File: config.mk
export PLATFORM = sky130hd
export DESIGN_NAME = reg_bank_flat
export DESIGN_NICKNAME = d
export VERILOG_FILES = /design/src/rtl/reg_bank_if.sv /design/src/rtl/reg_bank.sv /design/src/flat_wrapper.sv
export SDC_FILE = /design/constraint.sdc
export NUM_CORES = 1
export LEC_CHECK = 0
export CORE_AREA = 5 5 102 104
export CTS_CLUSTER_DIAMETER = 100
export CTS_CLUSTER_SIZE = 16
export DETAILED_ROUTE_END_ITERATION = 6
export DIE_AREA = 0 0 107 109
export GPL_TIMING_DRIVEN = 0
export PLACE_DENSITY = 0.56
export SKIP_LAST_GASP = 1
export SYNTH_ARGS = -nofsm -noshare
export SYNTH_HDL_FRONTEND = slang
export SYNTH_SLANG_ARGS = --single-unit
export TNS_END_PERCENT = 5
File: constraint.sdc
create_clock -name clock -period 1.5 [get_ports clock]
set_clock_uncertainty 0.1 [all_clocks]
set_input_delay 0.15 -clock clock [delete_from_list [all_inputs] [get_ports clock]]
set_output_delay 0.15 -clock clock [all_outputs]
set_load 0.005 [all_outputs]
File: src/rtl/reg_bank_if.sv
// Bus bundle for reg_bank: write, lock, commit and read requests plus the
// registered read/status responses.
interface reg_bank_if #(
  parameter int WIDTH = 8,
  parameter int AW    = 2
);
  logic             wr_en;
  logic [AW-1:0]    wr_addr;
  logic [WIDTH-1:0] wr_data;
  logic             lock_en;
  logic [AW-1:0]    lock_addr;
  logic             commit;
  logic             rd_en;
  logic [AW-1:0]    rd_addr;
  logic [WIDTH-1:0] rd_data;
  logic             rd_valid;
  logic             wr_err;
  logic             dirty;

  modport master (
    output wr_en, wr_addr, wr_data, lock_en, lock_addr, commit, rd_en, rd_addr,
    input  rd_data, rd_valid, wr_err, dirty
  );

  modport slave (
    input  wr_en, wr_addr, wr_data, lock_en, lock_addr, commit, rd_en, rd_addr,
    output rd_data, rd_valid, wr_err, dirty
  );
endinterface

File: src/rtl/reg_bank.sv
// Addressed bank of DEPTH configuration registers with sticky per-register
// write locks, a registered read port and an optional shadow/commit stage
// that lets software publish several writes atomically.
module reg_bank #(
  parameter int WIDTH       = 8,
  parameter int DEPTH       = 4,
  parameter int RESET_VALUE = 7,
  parameter bit SHADOWED    = 1'b1
) (
  input  logic      clock,
  input  logic      rst_n,
  reg_bank_if.slave bus
);
  localparam int AW = (DEPTH > 1) ? $clog2(DEPTH) : 1;
  localparam logic [WIDTH-1:0] RST_VAL = WIDTH'(RESET_VALUE);

  logic [WIDTH-1:0] active_q [DEPTH];
  logic [DEPTH-1:0] lock_q;

  // One-hot decodes; an address at or beyond DEPTH decodes to all zeros, which
  // makes it rejected for writes, ignored for locks and read back as zero.
  logic [DEPTH-1:0] wr_dec;
  logic [DEPTH-1:0] lk_dec;
  logic [DEPTH-1:0] wr_sel;
  logic [WIDTH-1:0] rd_mux;
  logic             wr_ok;
  logic             wr_rej;

  logic [WIDTH-1:0] rd_data_q;
  logic             rd_valid_q;
  logic             wr_err_q;
  logic             dirty_q;

  // Address decode, lock check and read mux
  always_comb begin
    wr_dec = '0;
    lk_dec = '0;
    rd_mux = '0;
    for (int i = 0; i < DEPTH; i++) begin
      wr_dec[i] = (bus.wr_addr == AW'(i));
      lk_dec[i] = (bus.lock_addr == AW'(i));
      if (bus.rd_addr == AW'(i)) rd_mux = active_q[i];
    end
    // The lock is sampled pre-edge, so a same-cycle lock does not block the write
    wr_ok  = bus.wr_en && (|(wr_dec & ~lock_q));
    wr_rej = bus.wr_en && !wr_ok;
    wr_sel = wr_ok ? wr_dec : '0;
  end

  generate
    if (SHADOWED) begin : g_shadow
      logic [WIDTH-1:0] shadow_q [DEPTH];

      // Staging copy: accepted writes land here first
      always_ff @(posedge clock or negedge rst_n) begin
        if (!rst_n) begin
          for (int i = 0; i < DEPTH; i++) shadow_q[i] <= RST_VAL;
        end else begin
          for (int i = 0; i < DEPTH; i++) begin
            if (wr_sel[i]) shadow_q[i] <= bus.wr_data;
          end
        end
      end

      // Commit publishes the post-write shadow image in one edge
      always_ff @(posedge clock or negedge rst_n) begin
        if (!rst_n) begin
          for (int i = 0; i < DEPTH; i++) active_q[i] <= RST_VAL;
        end else if (bus.commit) begin
          for (int i = 0; i < DEPTH; i++) begin
            active_q[i] <= wr_sel[i] ? bus.wr_data : shadow_q[i];
          end
        end
      end

      // Dirty tracks staged-but-unpublished writes; commit wins over a same-cycle write
      always_ff @(posedge clock or negedge rst_n) begin
        if (!rst_n)          dirty_q <= 1'b0;
        else if (bus.commit) dirty_q <= 1'b0;
        else if (wr_ok)      dirty_q <= 1'b1;
      end
    end else begin : g_direct
      // Accepted writes go straight to the active registers; commit has no meaning
      always_ff @(posedge clock or negedge rst_n) begin
        if (!rst_n) begin
          for (int i = 0; i < DEPTH; i++) active_q[i] <= RST_VAL;
        end else begin
          for (int i = 0; i < DEPTH; i++) begin
            if (wr_sel[i]) active_q[i] <= bus.wr_data;
          end
        end
      end

      assign dirty_q = 1'b0;
    end
  endgenerate

  // Sticky lock bits, cleared only by reset
  always_ff @(posedge clock or negedge rst_n) begin
    if (!rst_n)           lock_q <= '0;
    else if (bus.lock_en) lock_q <= lock_q | lk_dec;
  end

  // Registered read of the pre-edge active value; data holds when idle
  always_ff @(posedge clock or negedge rst_n) begin
    if (!rst_n) begin
      rd_data_q  <= '0;
      rd_valid_q <= 1'b0;
    end else begin
      rd_valid_q <= bus.rd_en;
      if (bus.rd_en) rd_data_q <= rd_mux;
    end
  end

  // Rejected-write flag, one cycle after the offending request
  always_ff @(posedge clock or negedge rst_n) begin
    if (!rst_n) wr_err_q <= 1'b0;
    else        wr_err_q <= wr_rej;
  end

  assign bus.rd_data  = rd_data_q;
  assign bus.rd_valid = rd_valid_q;
  assign bus.wr_err   = wr_err_q;
  assign bus.dirty    = dirty_q;
endmodule

File: src/flat_wrapper.sv
// flat-port wrapper written by rule: the top's interface ports become plain ports
module reg_bank_flat 
#(
  parameter int WIDTH       = 8,
  parameter int DEPTH       = 4,
  parameter int RESET_VALUE = 7,
  parameter bit SHADOWED    = 1'b1
)
  (clock, rst_n, bus_wr_en, bus_wr_addr, bus_wr_data, bus_lock_en, bus_lock_addr, bus_commit, bus_rd_en, bus_rd_addr, bus_rd_data, bus_rd_valid, bus_wr_err, bus_dirty);
  reg_bank_if #(.WIDTH(WIDTH), .AW((2))) bus_i ();
  input  logic clock;
  input  logic rst_n;
  input wire logic [$bits(bus_i.wr_en)-1:0] bus_wr_en;
  input wire logic [$bits(bus_i.wr_addr)-1:0] bus_wr_addr;
  input wire logic [$bits(bus_i.wr_data)-1:0] bus_wr_data;
  input wire logic [$bits(bus_i.lock_en)-1:0] bus_lock_en;
  input wire logic [$bits(bus_i.lock_addr)-1:0] bus_lock_addr;
  input wire logic [$bits(bus_i.commit)-1:0] bus_commit;
  input wire logic [$bits(bus_i.rd_en)-1:0] bus_rd_en;
  input wire logic [$bits(bus_i.rd_addr)-1:0] bus_rd_addr;
  output wire logic [$bits(bus_i.rd_data)-1:0] bus_rd_data;
  output wire logic [$bits(bus_i.rd_valid)-1:0] bus_rd_valid;
  output wire logic [$bits(bus_i.wr_err)-1:0] bus_wr_err;
  output wire logic [$bits(bus_i.dirty)-1:0] bus_dirty;
  assign bus_i.wr_en = bus_wr_en;
  assign bus_i.wr_addr = bus_wr_addr;
  assign bus_i.wr_data = bus_wr_data;
  assign bus_i.lock_en = bus_lock_en;
  assign bus_i.lock_addr = bus_lock_addr;
  assign bus_i.commit = bus_commit;
  assign bus_i.rd_en = bus_rd_en;
  assign bus_i.rd_addr = bus_rd_addr;
  assign bus_rd_data = bus_i.rd_data;
  assign bus_rd_valid = bus_i.rd_valid;
  assign bus_wr_err = bus_i.wr_err;
  assign bus_dirty = bus_i.dirty;
  reg_bank #(.WIDTH(WIDTH), .DEPTH(DEPTH), .RESET_VALUE(RESET_VALUE), .SHADOWED(SHADOWED)) u_core (.clock(clock), .rst_n(rst_n), .bus(bus_i));
endmodule
# ---- Yosys cells after proc, flatten, opt, wreduce, memory -nomap -nowiden
# Index checks and enable logic that the tools add are counted.
dict set report totals {
  regBits 79
  input_bits 20
  word_cells 44
}
dict set report op_classes {
  eq_ne 9
  muxes 11
  bitwise 3
  n_reduce_logical 8
}
# op n
set op_table {}
lappend op_table {{8-bit two-way mux} 8}
lappend op_table {{2-bit == test, second input constant} 6}
lappend op_table {{2-bit by 1-bit == test with 1-bit output, second input constant} 3}
lappend op_table {{2-bit zero test} 3}
lappend op_table {{4-bit bitwise AND} 1}
lappend op_table {{4-bit two-way mux} 1}
lappend op_table {{4-bit NOT} 1}
lappend op_table {{4-bit OR} 1}
lappend op_table {{4-bit OR reduction} 1}
lappend op_table {{1-bit logical AND} 2}
lappend op_table {{1-bit two-way mux} 2}
lappend op_table {{2-bit nonzero test} 1}
lappend op_table {{1-bit zero test} 1}

# ---- Logic depth before layout (Yosys ltp)
dict set report logic_depth {
  depth_word 6
  depth_mapped 4
  mapped_depth_nobuf 3
}

# ---- Worst setup path after synthesis
# OpenSTA, ideal clock, no wires.
dict set report synth_path {
  path_type {register to register}
  start {register u_core.lock_q[0]}
  end {register u_core.active_q[31] in the netlist's numbering}
  setup_ns 0.125
  t_arrival_ns 1.443
  setup_slack_ns -0.168
  stages_incl_launch_ff 4
  path_buffers 0
  period_less_slack_ns 1.668
  cell_sequence {dfrtp_1 -> nor4b_4 -> mux2_2 -> mux2_2}
}
dict set report synth_via {
  elab_chain_len 6
}
# item line
set synth_rtl {}
lappend synth_rtl {{start: declaration} reg_bank.sv:18} ;# logic [DEPTH-1:0] lock_q;
lappend synth_rtl {{start signal: assignment} reg_bank.sv:101} ;# else if (bus.lock_en) lock_q <= lock_q | lk_dec;
lappend synth_rtl {{4-bit NOT} reg_bank.sv:45} ;# wr_ok = bus.wr_en && (|(wr_dec & ~lock_q));
lappend synth_rtl {{4-bit bitwise AND} reg_bank.sv:45}
lappend synth_rtl {{4-bit OR reduction} reg_bank.sv:45}
lappend synth_rtl {{1-bit logical AND} reg_bank.sv:45}
lappend synth_rtl {{4-bit two-way mux} reg_bank.sv:47} ;# wr_sel = wr_ok ? wr_dec : '0;
lappend synth_rtl {{8-bit two-way mux} reg_bank.sv:71} ;# active_q[i] <= wr_sel[i] ? bus.wr_data : shadow_q[i];
lappend synth_rtl {{end signal: indexed assignment} reg_bank.sv:71}
lappend synth_rtl {{end: declaration} reg_bank.sv:17} ;# logic [WIDTH-1:0] active_q [DEPTH];
# Every way passes these cells.
# A chain may end at the register's enable or synchronous reset.

# ---- Final worst setup path
dict set report layout_path {
  start {register u_core.lock_q[2]}
  end {register u_core.active_q[15] in the netlist's numbering}
}
# The elaborated chain is that of the path after synthesis.

==> impl_results.html <==
<table>
<tr><th>Metric</th><th>Value</th></tr>
<tr><th colspan="2">Status</th></tr>
<tr><td>Result of the run</td><td>finished, violations left</td></tr>
<tr><td>Violations in the final reports</td><td>negative setup slack</td></tr>
<tr><th colspan="2">Timing</th></tr>
<tr><td>Final critical-path setup slack</td><td>-0.237 ns</td></tr>
<tr><td>Final setup violation count</td><td>35</td></tr>
<tr><td>RSZ-0062 raised after global routing</td><td>true</td></tr>
<tr><td>Count of final hold-check violations</td><td>0</td></tr>
<tr><td>Hold_ws</td><td>0.0742 ns</td></tr>
<tr><td>Min Clock Period, post-route</td><td>1.74 ns</td></tr>
<tr><td>Period Utilization, post-route</td><td>116%</td></tr>
<tr><td>Worst relative slew slack</td><td>46.3%</td></tr>
<tr><td>Final Max Slew Viols</td><td>0</td></tr>
<tr><td>Slew @ Worst Pin</td><td>0.806 ns</td></tr>
<tr><td>Top achievable clock speed</td><td>576 MHz</td></tr>
<tr><th colspan="2">GRT</th></tr>
<tr><td>Via count of the first global-routing pass</td><td>1739</td></tr>
<tr><td>Total track usage</td><td>11.1%</td></tr>
<tr><td>Aggregate global routing overflow</td><td>0</td></tr>
<tr><td>Global-route wire length before repair</td><td>9.48 mm</td></tr>
<tr><td>Number of antenna violations at the first check in global routing</td><td>0</td></tr>
<tr><td>Maximum number of pins on one net before global-route repair</td><td>47</td></tr>
<tr><th colspan="2">Pwr</th></tr>
<tr><td>Worst IR drop on VDD</td><td>0.000568 V</td></tr>
<tr><td>LEAKAGE</td><td>1.69 nW</td></tr>
<tr><td>Pwr dens</td><td>1440 nW/µm²</td></tr>
<tr><th colspan="2">Route</th></tr>
<tr><td>WL per Instance</td><td>17.0 µm</td></tr>
<tr><td>Starting DRT DRC Count</td><td>23</td></tr>
<tr><td>Vias per cell</td><td>4.86</td></tr>
<tr><td>Final WL</td><td>5.90 mm</td></tr>
<tr><td>DRT antenna net count</td><td>0</td></tr>
<tr><td>First-pass DRT Iterations</td><td>2</td></tr>
<tr><td>Total via count after detailed routing</td><td>1681</td></tr>
<tr><td>Number of remaining DRC errors</td><td>0</td></tr>
<tr><th colspan="2">Clock network</th></tr>
<tr><td>CTS Root Buffer Type</td><td>clkbuf_8</td></tr>
<tr><td>Number of clock sinks</td><td>79</td></tr>
<tr><td>Clock insertion delay at the later pin of the skew report</td><td>0.34 ns</td></tr>
<tr><td>TritonCTS clock tree</td><td>built</td></tr>
<tr><td>Clock-pin slew reported for the worst setup and hold paths after clock tree synthesis</td><td>0.07 ns</td></tr>
<tr><td>Number of CTS-inserted buffers</td><td>9</td></tr>
<tr><td>H-Tree Level Count</td><td>3</td></tr>
<tr><td>CTS max path bufs</td><td>2</td></tr>
<tr><th colspan="2">Yosys</th></tr>
<tr><td>Seq/Total Area, Yosys</td><td>62.9%</td></tr>
<tr><td>Avg Cell Area, Syn</td><td>17.4 µm²</td></tr>
<tr><td>Synthesis warning total</td><td>0</td></tr>
<tr><td>Yosys cell types</td><td>18</td></tr>
<tr><td>Cell count after synthesis</td><td>183</td></tr>
<tr><td>Number of register bits inferred by synthesis</td><td>79</td></tr>
<tr><td>Netlist area before placement</td><td>3190 µm²</td></tr>
<tr><td>Mapped Nets</td><td>203</td></tr>
<tr><th colspan="2">Min path</th></tr>
<tr><td>Path category of the worst min-delay check</td><td>in2reg</td></tr>
<tr><td>Start point of the worst min-delay path</td><td>bus_wr_en</td></tr>
<tr><th colspan="2">Critical path</th></tr>
<tr><td>Largest stage delay, worst path</td><td>0.39 ns</td></tr>
<tr><td>Critical path required time</td><td>1.63 ns</td></tr>
<tr><td>Endpoint arrival time on the critical path</td><td>1.86 ns</td></tr>
<tr><td>Family with the most delay on the worst path</td><td>multiplexers</td></tr>
<tr><td>Kind of start point of the critical path</td><td>flip-flop</td></tr>
<tr><td>Startpoint of the most critical setup path</td><td>u_core.lock_q[2]$_DFFE_PN0P_</td></tr>
<tr><td>Worst path buffer plus inverter count</td><td>1</td></tr>
<tr><td>Type of the worst setup path</td><td>reg2reg</td></tr>
<tr><td>Top fanout value on the critical path</td><td>8</td></tr>
<tr><td>Startpoint of the worst register-to-register path</td><td>u_core.lock_q[2]$_DFFE_PN0P_</td></tr>
<tr><td>Kind of end point of the critical path</td><td>flip-flop</td></tr>
<tr><td>Critical-path cell list</td><td>nor4bb_2 &gt; buf_6 &gt; mux2_4 &gt; mux2_2</td></tr>
<tr><td>Cell type of the slowest stage on the worst timing path</td><td>dfrtp_1</td></tr>
<tr><th colspan="2">Placement</th></tr>
<tr><td>Instance area at placement</td><td>3630 µm²</td></tr>
<tr><td>GP Congestion</td><td>0.674</td></tr>
<tr><td>Port Buffers</td><td>27</td></tr>
<tr><td>Placed Cells</td><td>325</td></tr>
<tr><td>HPWL after DPL</td><td>3.80 mm</td></tr>
<tr><th colspan="2">Finish</th></tr>
<tr><td>Final cell count without fillers</td><td>346</td></tr>
<tr><td>Antenna diode count</td><td>0</td></tr>
<tr><td>Synth-to-layout area growth</td><td>24.4%</td></tr>
<tr><td>Area of combinational cells with multiple inputs</td><td>1180 µm²</td></tr>
<tr><td>Fraction of the core area covered by cells at the end of the flow</td><td>42.0%</td></tr>
<tr><td>Design area</td><td>3970 µm²</td></tr>
<tr><td>Total Nets Final</td><td>247</td></tr>
<tr><td>Fraction of layout cells with a size suffix above 1</td><td>58.2%</td></tr>
<tr><td>Footprint of the flip-flops and latches</td><td>2010 µm²</td></tr>
<tr><td>Count of filler cells inserted in the layout</td><td>874</td></tr>
<tr><th colspan="2">Floorplan</th></tr>
<tr><td>Core area</td><td>9460 µm²</td></tr>
<tr><td>I/O pins</td><td>31</td></tr>
<tr><td>DIE AREA</td><td>11700 µm²</td></tr>
<tr><td>Horizontal extent of the die</td><td>107 µm</td></tr>
<tr><td>Core Rows</td><td>36</td></tr>
<tr><td>Initial Util</td><td>33.8%</td></tr>
<tr><td>Chip height</td><td>109 µm</td></tr>
<tr><th colspan="2">Run</th></tr>
<tr><td>Max-cap violations</td><td>0</td></tr>
</table>
-- synth_stat cells, drive strengths merged --
master,n,area [µm²]
mux2,72,811
nor4bb,1,10.0
dfrtp,55,1380
dfstp,24,631
and2,1,6.26
nor4b,1,23.8
nand2b,1,6.26
mux4,9,206
a31o,4,35.0
clkbuf,5,18.8
a21oi,1,5.00
nand4b,1,15.0
inv,3,11.3
buf,4,25.0
and4bb,1,12.5
-- final timing paths --
path,to,slack (ns),cells past startpoint
min in group asynchronous,u_core.bus.rd_data[2]$_DFFE_PN0P_,0.20,2
setup / recovery,u_core.active_q[15]$_DFFE_PN0P_,-0.24,4
setup reg to reg,u_core.active_q[15]$_DFFE_PN0P_,-0.24,4
hold / removal,u_core.bus.dirty$_DFFE_PN0P_,0.07,3
hold reg to reg,u_core.lock_q[3]$_DFFE_PN0P_,0.39,1
max in group asynchronous,u_core.g_shadow.shadow_q[0]$_DFF_PN1_,0.48,3
-- repair_timing --
item                                    4_1_cts  5_1_grt
setup buffers                                 3        1
hold endpoints to repair                     33        0
endpoints found under the setup margin       50       57
hold buffers                                  1        0
pin swaps                                     2        2
gates cloned                                  0        0
gates resized for setup                      11        7
-- power breakdown --
part	internal, mW	switching, mW	total (mW)
clock network	0.983	0.745	1.73
registers	2.76	0.200	2.96
logic	0.712	0.331	1.04
-- per-layer routing --
| layer | part of all wire, % | track usage (%) |
|---|---|---|
| met1 | 46 | 14.2 |
| met2 | 49 | 17.3 |
| met3 | 3.8 | 3.32 |
| met4 | 1.6 | 5.21 |
| met5 | 0 | 0 |
-- cell usage in the layout (no fill, tap or decap) --
| master | synthesis | layout |
|---|---|---|
| clkbuf_8 | 0 | 10 |
| inv_1 | 3 | 3 |
| bufinv_16 | 0 | 2 |
| buf_6 | 1 | 2 |
| clkinv_2 | 0 | 1 |
| dlygate4sd3_1 | 0 | 1 |
| clkbuf_1 | 5 | 6 |
| a31o_2 | 4 | 4 |
| buf_1 | 1 | 1 |
| dfstp_2 | 24 | 24 |
| dlymetal6s2s_1 | 0 | 3 |
| buf_4 | 0 | 4 |
| mux2_4 | 0 | 12 |
| clkinvlp_4 | 0 | 1 |
| mux4_1 | 1 | 1 |
| clkinv_4 | 0 | 1 |
| and4bb_1 | 1 | 1 |
| buf_12 | 0 | 1 |
| and2_1 | 1 | 1 |
| dfrtp_1 | 55 | 55 |
| nor4bb_2 | 0 | 1 |
| clkdlybuf4s50_1 | 0 | 23 |
| a21oi_1 | 1 | 1 |
| nand2b_1 | 1 | 1 |
| mux2_2 | 72 | 60 |
| buf_16 | 0 | 1 |
| mux4_2 | 8 | 8 |
| nor4b_4 | 1 | 1 |
| buf_2 | 2 | 1 |
| nand4b_2 | 1 | 1 |
-- sequential cells by signal (all words and copies together) (netlist names) --
| name | cells |
|---|---|
| u_core.active_q | 32 |
| u_core.bus.dirty | 1 |
| u_core.bus.rd_data | 8 |
| u_core.bus.rd_valid | 1 |
| u_core.bus.wr_err | 1 |
| u_core.g_shadow.shadow_q | 32 |
| u_core.lock_q | 4 |
-- per-stage QoR --
step	TNS, ns	worst slack (ns)	total power, mW
2_1_floorplan	-2.44	-0.168	3.58
3_3_place_gp	-219.92	-2.61	3.97
3_5_place_dp	-37.06	-0.895	4.02
4_1_cts	-7.10	-0.271	5.81
5_1_grt	-8.13	-0.291	6.05
6_report	-5.86	-0.237	5.73
-- cell families (layout without fill, tap and decap cells) --
logic type	count (synthesis)	in the layout	synth area share, %
multiplexers	81	81	31.9
flip-flops	79	79	62.9
buffers and inverters	12	61	1.72
AND/OR/NAND/NOR	6	6	2.31
AO/OA/AOI/OAI	5	5	1.25
-- cell type report --
| class | count | share of cell area [%] |
|---|---|---|
| Buffer | 9 | 1.26 |
| Timing Repair Buffer | 33 | 8.95 |
| Multi-Input combinational cell | 92 | 29.8 |
| Inverter | 3 | 0.284 |
| Clock buffer | 11 | 3.56 |
| Clock inverter | 5 | 2.05 |
| Sequential cell | 79 | 50.5 |
| Tap cell | 114 | 3.59 |
-- worst reg2reg max path, stage by stage, from the launching register on --
cell      delay, ns
dfrtp_1        0.39
nor4bb_2       0.31
buf_6          0.23
mux2_4         0.33
mux2_2         0.26
Note: power is estimated with default switching activity, not from simulation.
